### src/rtl/tx_frame_ctrl.sv
// -----------------------------------------------------------------------------
// tx_frame_ctrl
//
// Collects bytes from two requesters into a small transmit buffer and, once a
// frame is complete (or a flush asks for a partial frame), walks the buffer
// byte by byte through a UART transmitter.
//
// Fill side: while the frame is not full, one requester is granted per cycle.
// When both request together, the one that was not granted last wins. The
// grant, buffer write strobe, address and data are combinational so that a
// byte is consumed in the same cycle it is granted.
//
// Send side: for each byte, START pulses tx_start and WAIT holds until the
// transmitter reports tx_done. NEXT then pulses buf_rd and either starts the
// next byte or goes to CLEAR, which rewinds the counters before filling again.
//
// Parameters
//   FRAME_LEN  bytes per full frame (1..4)
//
// Ports
//   clk        system clock, rising edge
//   rst_n      asynchronous active-low reset
//   req0/req1  write requests, held until granted
//   data0/1    byte offered by each requester while its request is high
//   gnt0/gnt1  one-cycle grant; the offered byte is consumed in that cycle
//   flush      pulse forcing transmission of a partial frame
//   buf_wr     transmit buffer write strobe
//   buf_addr   transmit buffer write address
//   buf_wdata  transmit buffer write data
//   buf_rd     one-cycle pulse advancing the buffer read pointer
//   tx_start   one-cycle pulse starting the transmitter on the current byte
//   tx_done    one-cycle pulse from the transmitter at the end of the stop bit
//   busy       high whenever the controller is not filling
// -----------------------------------------------------------------------------
module tx_frame_ctrl #(
    parameter int FRAME_LEN = 4
) (
    input  logic       clk,
    input  logic       rst_n,
    input  logic       req0,
    input  logic       req1,
    input  logic [7:0] data0,
    input  logic [7:0] data1,
    output logic       gnt0,
    output logic       gnt1,
    input  logic       flush,
    output logic       buf_wr,
    output logic [2:0] buf_addr,
    output logic [7:0] buf_wdata,
    output logic       buf_rd,
    output logic       tx_start,
    input  logic       tx_done,
    output logic       busy
);

    localparam logic [2:0] FLEN_C = 3'(FRAME_LEN);

    typedef enum logic [2:0] {
        ST_FILL  = 3'd0,
        ST_START = 3'd1,
        ST_WAIT  = 3'd2,
        ST_NEXT  = 3'd3,
        ST_CLEAR = 3'd4
    } state_t;

    state_t     r_state;
    state_t     w_next_state;

    logic [2:0] r_wcnt;
    logic [2:0] r_scnt;
    logic [2:0] r_flen;

    // High when requester 1 holds the most recent grant, so requester 0 wins
    // the next tie. Reset sets it so requester 0 has priority first.
    logic       r_last1;

    // Held low through reset and set on the first clock afterwards; keeps the
    // combinational grant strobes quiet while rst_n is asserted.
    logic       r_rdy;

    logic       r_tx_start;
    logic       r_buf_rd;
    logic       r_busy;

    logic       w_can_grant;
    logic       w_gnt0;
    logic       w_gnt1;
    logic       w_grant;
    logic [2:0] w_scnt_inc;
    logic       w_flen_load;
    logic [2:0] w_flen_val;
    logic [2:0] w_buf_addr;
    logic [7:0] w_buf_wdata;

    assign w_grant    = w_gnt0 | w_gnt1;
    assign w_scnt_inc = r_scnt + 3'd1;

    // Round-robin arbitration between the two requesters while filling
    always_comb begin
        w_can_grant = 1'b0;
        w_gnt0      = 1'b0;
        w_gnt1      = 1'b0;
        if (r_rdy && (r_state == ST_FILL) && (r_wcnt < FLEN_C)) begin
            w_can_grant = 1'b1;
        end else begin
            w_can_grant = 1'b0;
        end
        if (w_can_grant) begin
            if (req0 && req1) begin
                w_gnt0 = r_last1;
                w_gnt1 = ~r_last1;
            end else begin
                w_gnt0 = req0;
                w_gnt1 = req1;
            end
        end else begin
            w_gnt0 = 1'b0;
            w_gnt1 = 1'b0;
        end
    end

    // Buffer write address and data for the granted requester
    always_comb begin
        w_buf_addr  = 3'd0;
        w_buf_wdata = 8'h00;
        if (w_grant) begin
            w_buf_addr = r_wcnt;
        end else begin
            w_buf_addr = 3'd0;
        end
        if (w_gnt1) begin
            w_buf_wdata = data1;
        end else if (w_gnt0) begin
            w_buf_wdata = data0;
        end else begin
            w_buf_wdata = 8'h00;
        end
    end

    // Next-state logic and frame-length capture
    always_comb begin
        w_next_state = r_state;
        w_flen_load  = 1'b0;
        w_flen_val   = r_flen;
        case (r_state)
            ST_FILL: begin
                // A flush arriving with a grant lets the byte land first and
                // counts it in the frame being sent.
                if (w_grant && flush) begin
                    w_next_state = ST_START;
                    w_flen_load  = 1'b1;
                    w_flen_val   = r_wcnt + 3'd1;
                end else if (r_wcnt == FLEN_C) begin
                    w_next_state = ST_START;
                    w_flen_load  = 1'b1;
                    w_flen_val   = FLEN_C;
                end else if (flush && (r_wcnt != 3'd0)) begin
                    w_next_state = ST_START;
                    w_flen_load  = 1'b1;
                    w_flen_val   = r_wcnt;
                end else begin
                    w_next_state = ST_FILL;
                end
            end
            ST_START: begin
                w_next_state = ST_WAIT;
            end
            ST_WAIT: begin
                if (tx_done) begin
                    w_next_state = ST_NEXT;
                end else begin
                    w_next_state = ST_WAIT;
                end
            end
            ST_NEXT: begin
                // >= rather than == so a corrupted count still ends the frame
                if (w_scnt_inc >= r_flen) begin
                    w_next_state = ST_CLEAR;
                end else begin
                    w_next_state = ST_START;
                end
            end
            ST_CLEAR: begin
                w_next_state = ST_FILL;
            end
            default: begin
                w_next_state = ST_FILL;
            end
        endcase
    end

    // State register
    always_ff @(posedge clk or negedge rst_n) begin
        if (!rst_n) begin
            r_state <= ST_FILL;
        end else begin
            r_state <= w_next_state;
        end
    end

    // Frame write/send counters and latched frame length
    always_ff @(posedge clk or negedge rst_n) begin
        if (!rst_n) begin
            r_wcnt <= 3'd0;
            r_scnt <= 3'd0;
            r_flen <= 3'd0;
        end else begin
            if (r_state == ST_CLEAR) begin
                r_wcnt <= 3'd0;
                r_scnt <= 3'd0;
            end else begin
                if (w_grant) begin
                    r_wcnt <= r_wcnt + 3'd1;
                end
                if (r_state == ST_NEXT) begin
                    r_scnt <= w_scnt_inc;
                end
            end
            if (w_flen_load) begin
                r_flen <= w_flen_val;
            end
        end
    end

    // Round-robin pointer and post-reset grant enable
    always_ff @(posedge clk or negedge rst_n) begin
        if (!rst_n) begin
            r_last1 <= 1'b1;
            r_rdy   <= 1'b0;
        end else begin
            r_rdy <= 1'b1;
            if (w_gnt0) begin
                r_last1 <= 1'b0;
            end else if (w_gnt1) begin
                r_last1 <= 1'b1;
            end
        end
    end

    // Registered strobes decoded from the next state so each lines up with
    // the cycle the FSM spends in the matching state
    always_ff @(posedge clk or negedge rst_n) begin
        if (!rst_n) begin
            r_tx_start <= 1'b0;
            r_buf_rd   <= 1'b0;
            r_busy     <= 1'b0;
        end else begin
            r_tx_start <= (w_next_state == ST_START);
            r_buf_rd   <= (w_next_state == ST_NEXT);
            r_busy     <= (w_next_state != ST_FILL);
        end
    end

    assign gnt0      = w_gnt0;
    assign gnt1      = w_gnt1;
    assign buf_wr    = w_grant;
    assign buf_addr  = w_buf_addr;
    assign buf_wdata = w_buf_wdata;
    assign tx_start  = r_tx_start;
    assign buf_rd    = r_buf_rd;
    assign busy      = r_busy;

endmodule

### config.mk
export PLATFORM = sky130hd
export DESIGN_NAME = tx_frame_ctrl
export DESIGN_NICKNAME = d
export VERILOG_FILES = /design/src/rtl/tx_frame_ctrl.sv
export SDC_FILE = /design/constraint.sdc
export NUM_CORES = 1
export LEC_CHECK = 0
export ABC_AREA = 1
export CAP_MARGIN = 20
export CORE_MARGIN = 5
export CORE_UTILIZATION = 37
export CTS_CLUSTER_SIZE = 24
export DETAILED_ROUTE_END_ITERATION = 8
export PLACE_DENSITY = 0.65
export SLEW_MARGIN = 25
export SYNTH_ARGS = -nofsm -noshare
export SYNTH_HDL_FRONTEND = slang
export SYNTH_SLANG_ARGS = --single-unit
### constraint.sdc
create_clock -name clk -period 2.85 [get_ports clk]
set_input_delay 0.4275 -clock clk [delete_from_list [all_inputs] [get_ports clk]]
set_output_delay 0.4275 -clock clk [all_outputs]
set_load 0.01 [all_outputs]
==> metrics.md <==
| Metric | Value |
|---|---|
| Status | finished, final reports clean |
| Unique masters post-synth | 26 |
| Num rows | 19 |
| Max IR drop VDD | roughly 0.00049 V |
| Vias in the first global route | ~900 |
| Vias | 948 |
| Synth top area share | 37.8% |
| Sw frac | 43.6% |
| Worst-margin pin slew | roughly 0.78 ns |
| Register area share after synthesis | 40.3% |
| Worst Path Max Fanout | 10 |
| Total track usage | approximately 13% |
| Die width | about 64 µm |
| Area leader, netlist | dfrtp_1 |
| WS Path Type | in -> out |
| Post-synth top cells | nand2_1 (25), dfrtp_1 (16), inv_1 (15), nor2_1 (9), a22o_1 (8) |
| Clk buf depth | 2 |
| First-pass GRT wire length | roughly 4300 µm |
| DRC viols | 0 |
| Number of DRC markers in iteration 0 | 17 |
| Post-Place Worst Slack | between 0.15 and 0.2 ns |
| Initial Util | 38.4% |
| Detailed-route wire length | roughly 2500 µm |
| Worst Path Arrival | around 2.3 ns |
| Post_cts resized | 0 |
| Switching pwr | approximately 0.00055 W |
| Slew Viols, Final | 0 |
| H-tree levels | 1 |
| Total Negative Setup Slacks | 0 ns |
| Worst Hold End | r_flen[2] |
| Share of layout cells above drive strength 1 | about 12% |
| Startpoint Class | input pin |
| Buffers on Ports | 37 |
| Post-route cell area | about 1500 µm² |
| Io pins | 39 |
| Reg-to-Reg Start | r_scnt[0] |
| Final Skew | 0.00564 ns |
| Synth Warn # | 0 |
| Final period util | between 90% and 100% |
| Required @ worst endpoint | between 2 and 2.5 ns |
| Clock Power Share | a little under an eighth |
| Final min period | 2.68 ns |
| Core footprint | about 2800 µm² |
| CP Capture Type | primary output |
| Final Hold Fails | 0 |
| Async S/R FF share, synth | 100% |
| Peak Freq | 0.373 GHz |
| Hold Path Depth | 2 |
| Mapped Area | around 1100 µm² |
| Largest net degree at the start of global routing | 18 |
| Max-Cap Viols | 0 |
| TritonCTS Buffers | 3 |
| Hold Crit Class | reg -> reg |
| Combinational share of power | a little over half |
| Leak pwr | 0.686 nW |
| Most common cell in the synthesized netlist | nand2_1 |
| Initial antenna violation count | 0 |
| Post-synth top flop | dfrtp_1 |
| Clock Tree Root | clkbuf_4 |
| Hold Path Origin | r_flen[2] |
| GRT overflow | 0 |
| Synth area leaders | dfrtp_1 (38%), nand2_1 (8.9%), ha_1 (7.1%), a22o_1 (6.6%), inv_1 (5.3%) |
| Die extent in y | 63.5 µm |
| Seq cells post-synth | 17 |
| Fill cells | around 270 |
| DP Area | 1460 µm² |
| CTS Sinks | 17 |
| Cell Int Power | between 0.0007 and 0.0008 W |
| Final Wtd Congestion | ~0.79 |
| Antenna viol nets, final | 0 |
| DR WL/cell | 13.2 µm |
| Reg2reg path depth | 9 |
| Final setup viols | 0 |
| Mean Syn Cell Area | 8.69 µm² |
| R2R setup slack | roughly 0.9 ns |
| Pwr Density | 846 nW/µm² |
| Post-synth EDFFs | 0 |
| Final non-filler cell total | 193 |
| Finished Core Util | around 54% |
| Ant diodes | 0 |
| HPWL after DPL | 2050 µm |
| Seq pwr share | about a third |
| Cell total after placement | around 190 |
| Vias per inst | 4.91 |
| Die Area | 4030 µm² |
| Clock transition at path regs | 0.11 ns |
| Post-synthesis net count | 150 |
| Worst r2r dst | busy |
| Worst setup margin | roughly 0.17 ns |
| CTS tree | done |
| Area Growth Syn to Fin | 40.7% |
| Nets@finish | approximately 190 |
| Slew headroom | 47.9% |
| Post-CTS Setup Repair Bufs | 0 |
| Cells after Synth | approximately 120 |
| DR pass1 iterations | 4 |
| RSZ-0062 raised after global routing | false |
| Clk_lat worst skew | approximately 0.31 ns |
| Hold-fix buffers, CTS | 0 |
==> cells in the final DEF, fill, tap and decap left out, drive strengths merged <==
cell / netlist / layout
a21oi: 9 / 9
nand2: 27 / 27
dfstp: 1 / 1
nand3b: 1 / 1
clkbuf: 0 / 3
xnor2: 2 / 2
o211ai: 2 / 2
clkinvlp: 0 / 1
nor2: 13 / 13
conb: 2 / 2
dfrtp: 16 / 16
clkdlybuf4s50: 0 / 37
nor3: 3 / 3
a22o: 8 / 8
ha: 6 / 6
inv: 17 / 17
nand3: 8 / 8
o21ai: 6 / 6
==> sequential cells by signal (all words and copies together) (netlist names) <==
register	flops
buf_rd	1
busy	1
r_flen	3
r_last1	1
r_rdy	1
r_scnt	3
r_state	3
r_wcnt	3
tx_start	1
==> cell type report <==
| type | instances | area, µm² | area share, % |
|---|---|---|---|
| clock buffer | 3 | 22.5 | 1.51 |
| sequential | 17 | 427 | 28.6 |
| clock inverter | 1 | 7.51 | 0.503 |
| timing repair buffer | 37 | 370 | 24.8 |
| tap | 31 | 38.8 | 2.60 |
| multi-input combinational | 87 | 562 | 37.7 |
| inverter | 17 | 63.8 | 4.28 |
==> logic make-up after synthesis <==
group                      Yosys count  share of synthesized area [%]
DFF                                 17                           40.3
other                                2                          0.709
adders and majority gates            6                           7.08
xor gates and xnor gates             2                           1.65
AOI/OAI and AO/OA                   25                           18.4
and+or+nand+nor                     52                           25.1
buffers and inverters               18                           6.73
==> worst max-delay path, stage by stage <==
cell,delay [ns]
clkdlybuf4s50_1,0.56
inv_1,0.14
nor3_4,0.39
a22o_1,0.21
clkdlybuf4s50_1,0.54
==> metal layers <==
| layer | global-route usage, % | vias to the layer above | wire (µm) |
|---|---|---|---|
| met1 | 16.2 | 424 | 1090 |
| met2 | 22.1 | 39 | 1220 |
| met4 | 5.45 | 0 | 39 |
| met5 | 0 | - | 0 |
| li1 | - | 480 | - |
| met3 | 4.26 | 5 | 205 |
==> power groups by stage <==
| stage | registers, W | clock network (W) | logic, W |
|---|---|---|---|
| floorplan | 0.000428 | 0 | 0.000495 |
| global placement | 0.000432 | 0 | 0.000678 |
| detailed placement | 0.000433 | 0 | 0.000698 |
| CTS | 0.000429 | 0.000149 | 0.000701 |
| global route | 0.000447 | 0.000159 | 0.000794 |
| finish | 0.000427 | 0.000143 | 0.000691 |
==> through the flow <==
stage          total power (W)  hold slack (ns)
2_1_floorplan         0.000923            0.132
3_3_place_gp           0.00111            0.469
3_5_place_dp           0.00113            0.471
4_1_cts                0.00128            0.497
5_1_grt                0.00140            0.527
6_report               0.00126            0.494
==> worst max path at each step <==
stage                    from      endpoint  slack [ns]  depth (start not counted)
finish                   req0  buf_wdata[6]        0.17                          5
global route             req0  buf_wdata[4]        0.08                          5
CTS                      req0  buf_wdata[6]        0.15                          5
detailed placement       req0  buf_wdata[6]        0.15                          5
global placement         req0  buf_wdata[5]        0.18                          5
floorplan           r_scnt[0]          busy        1.07                          9
Note: power is estimated with default switching activity, not from simulation.
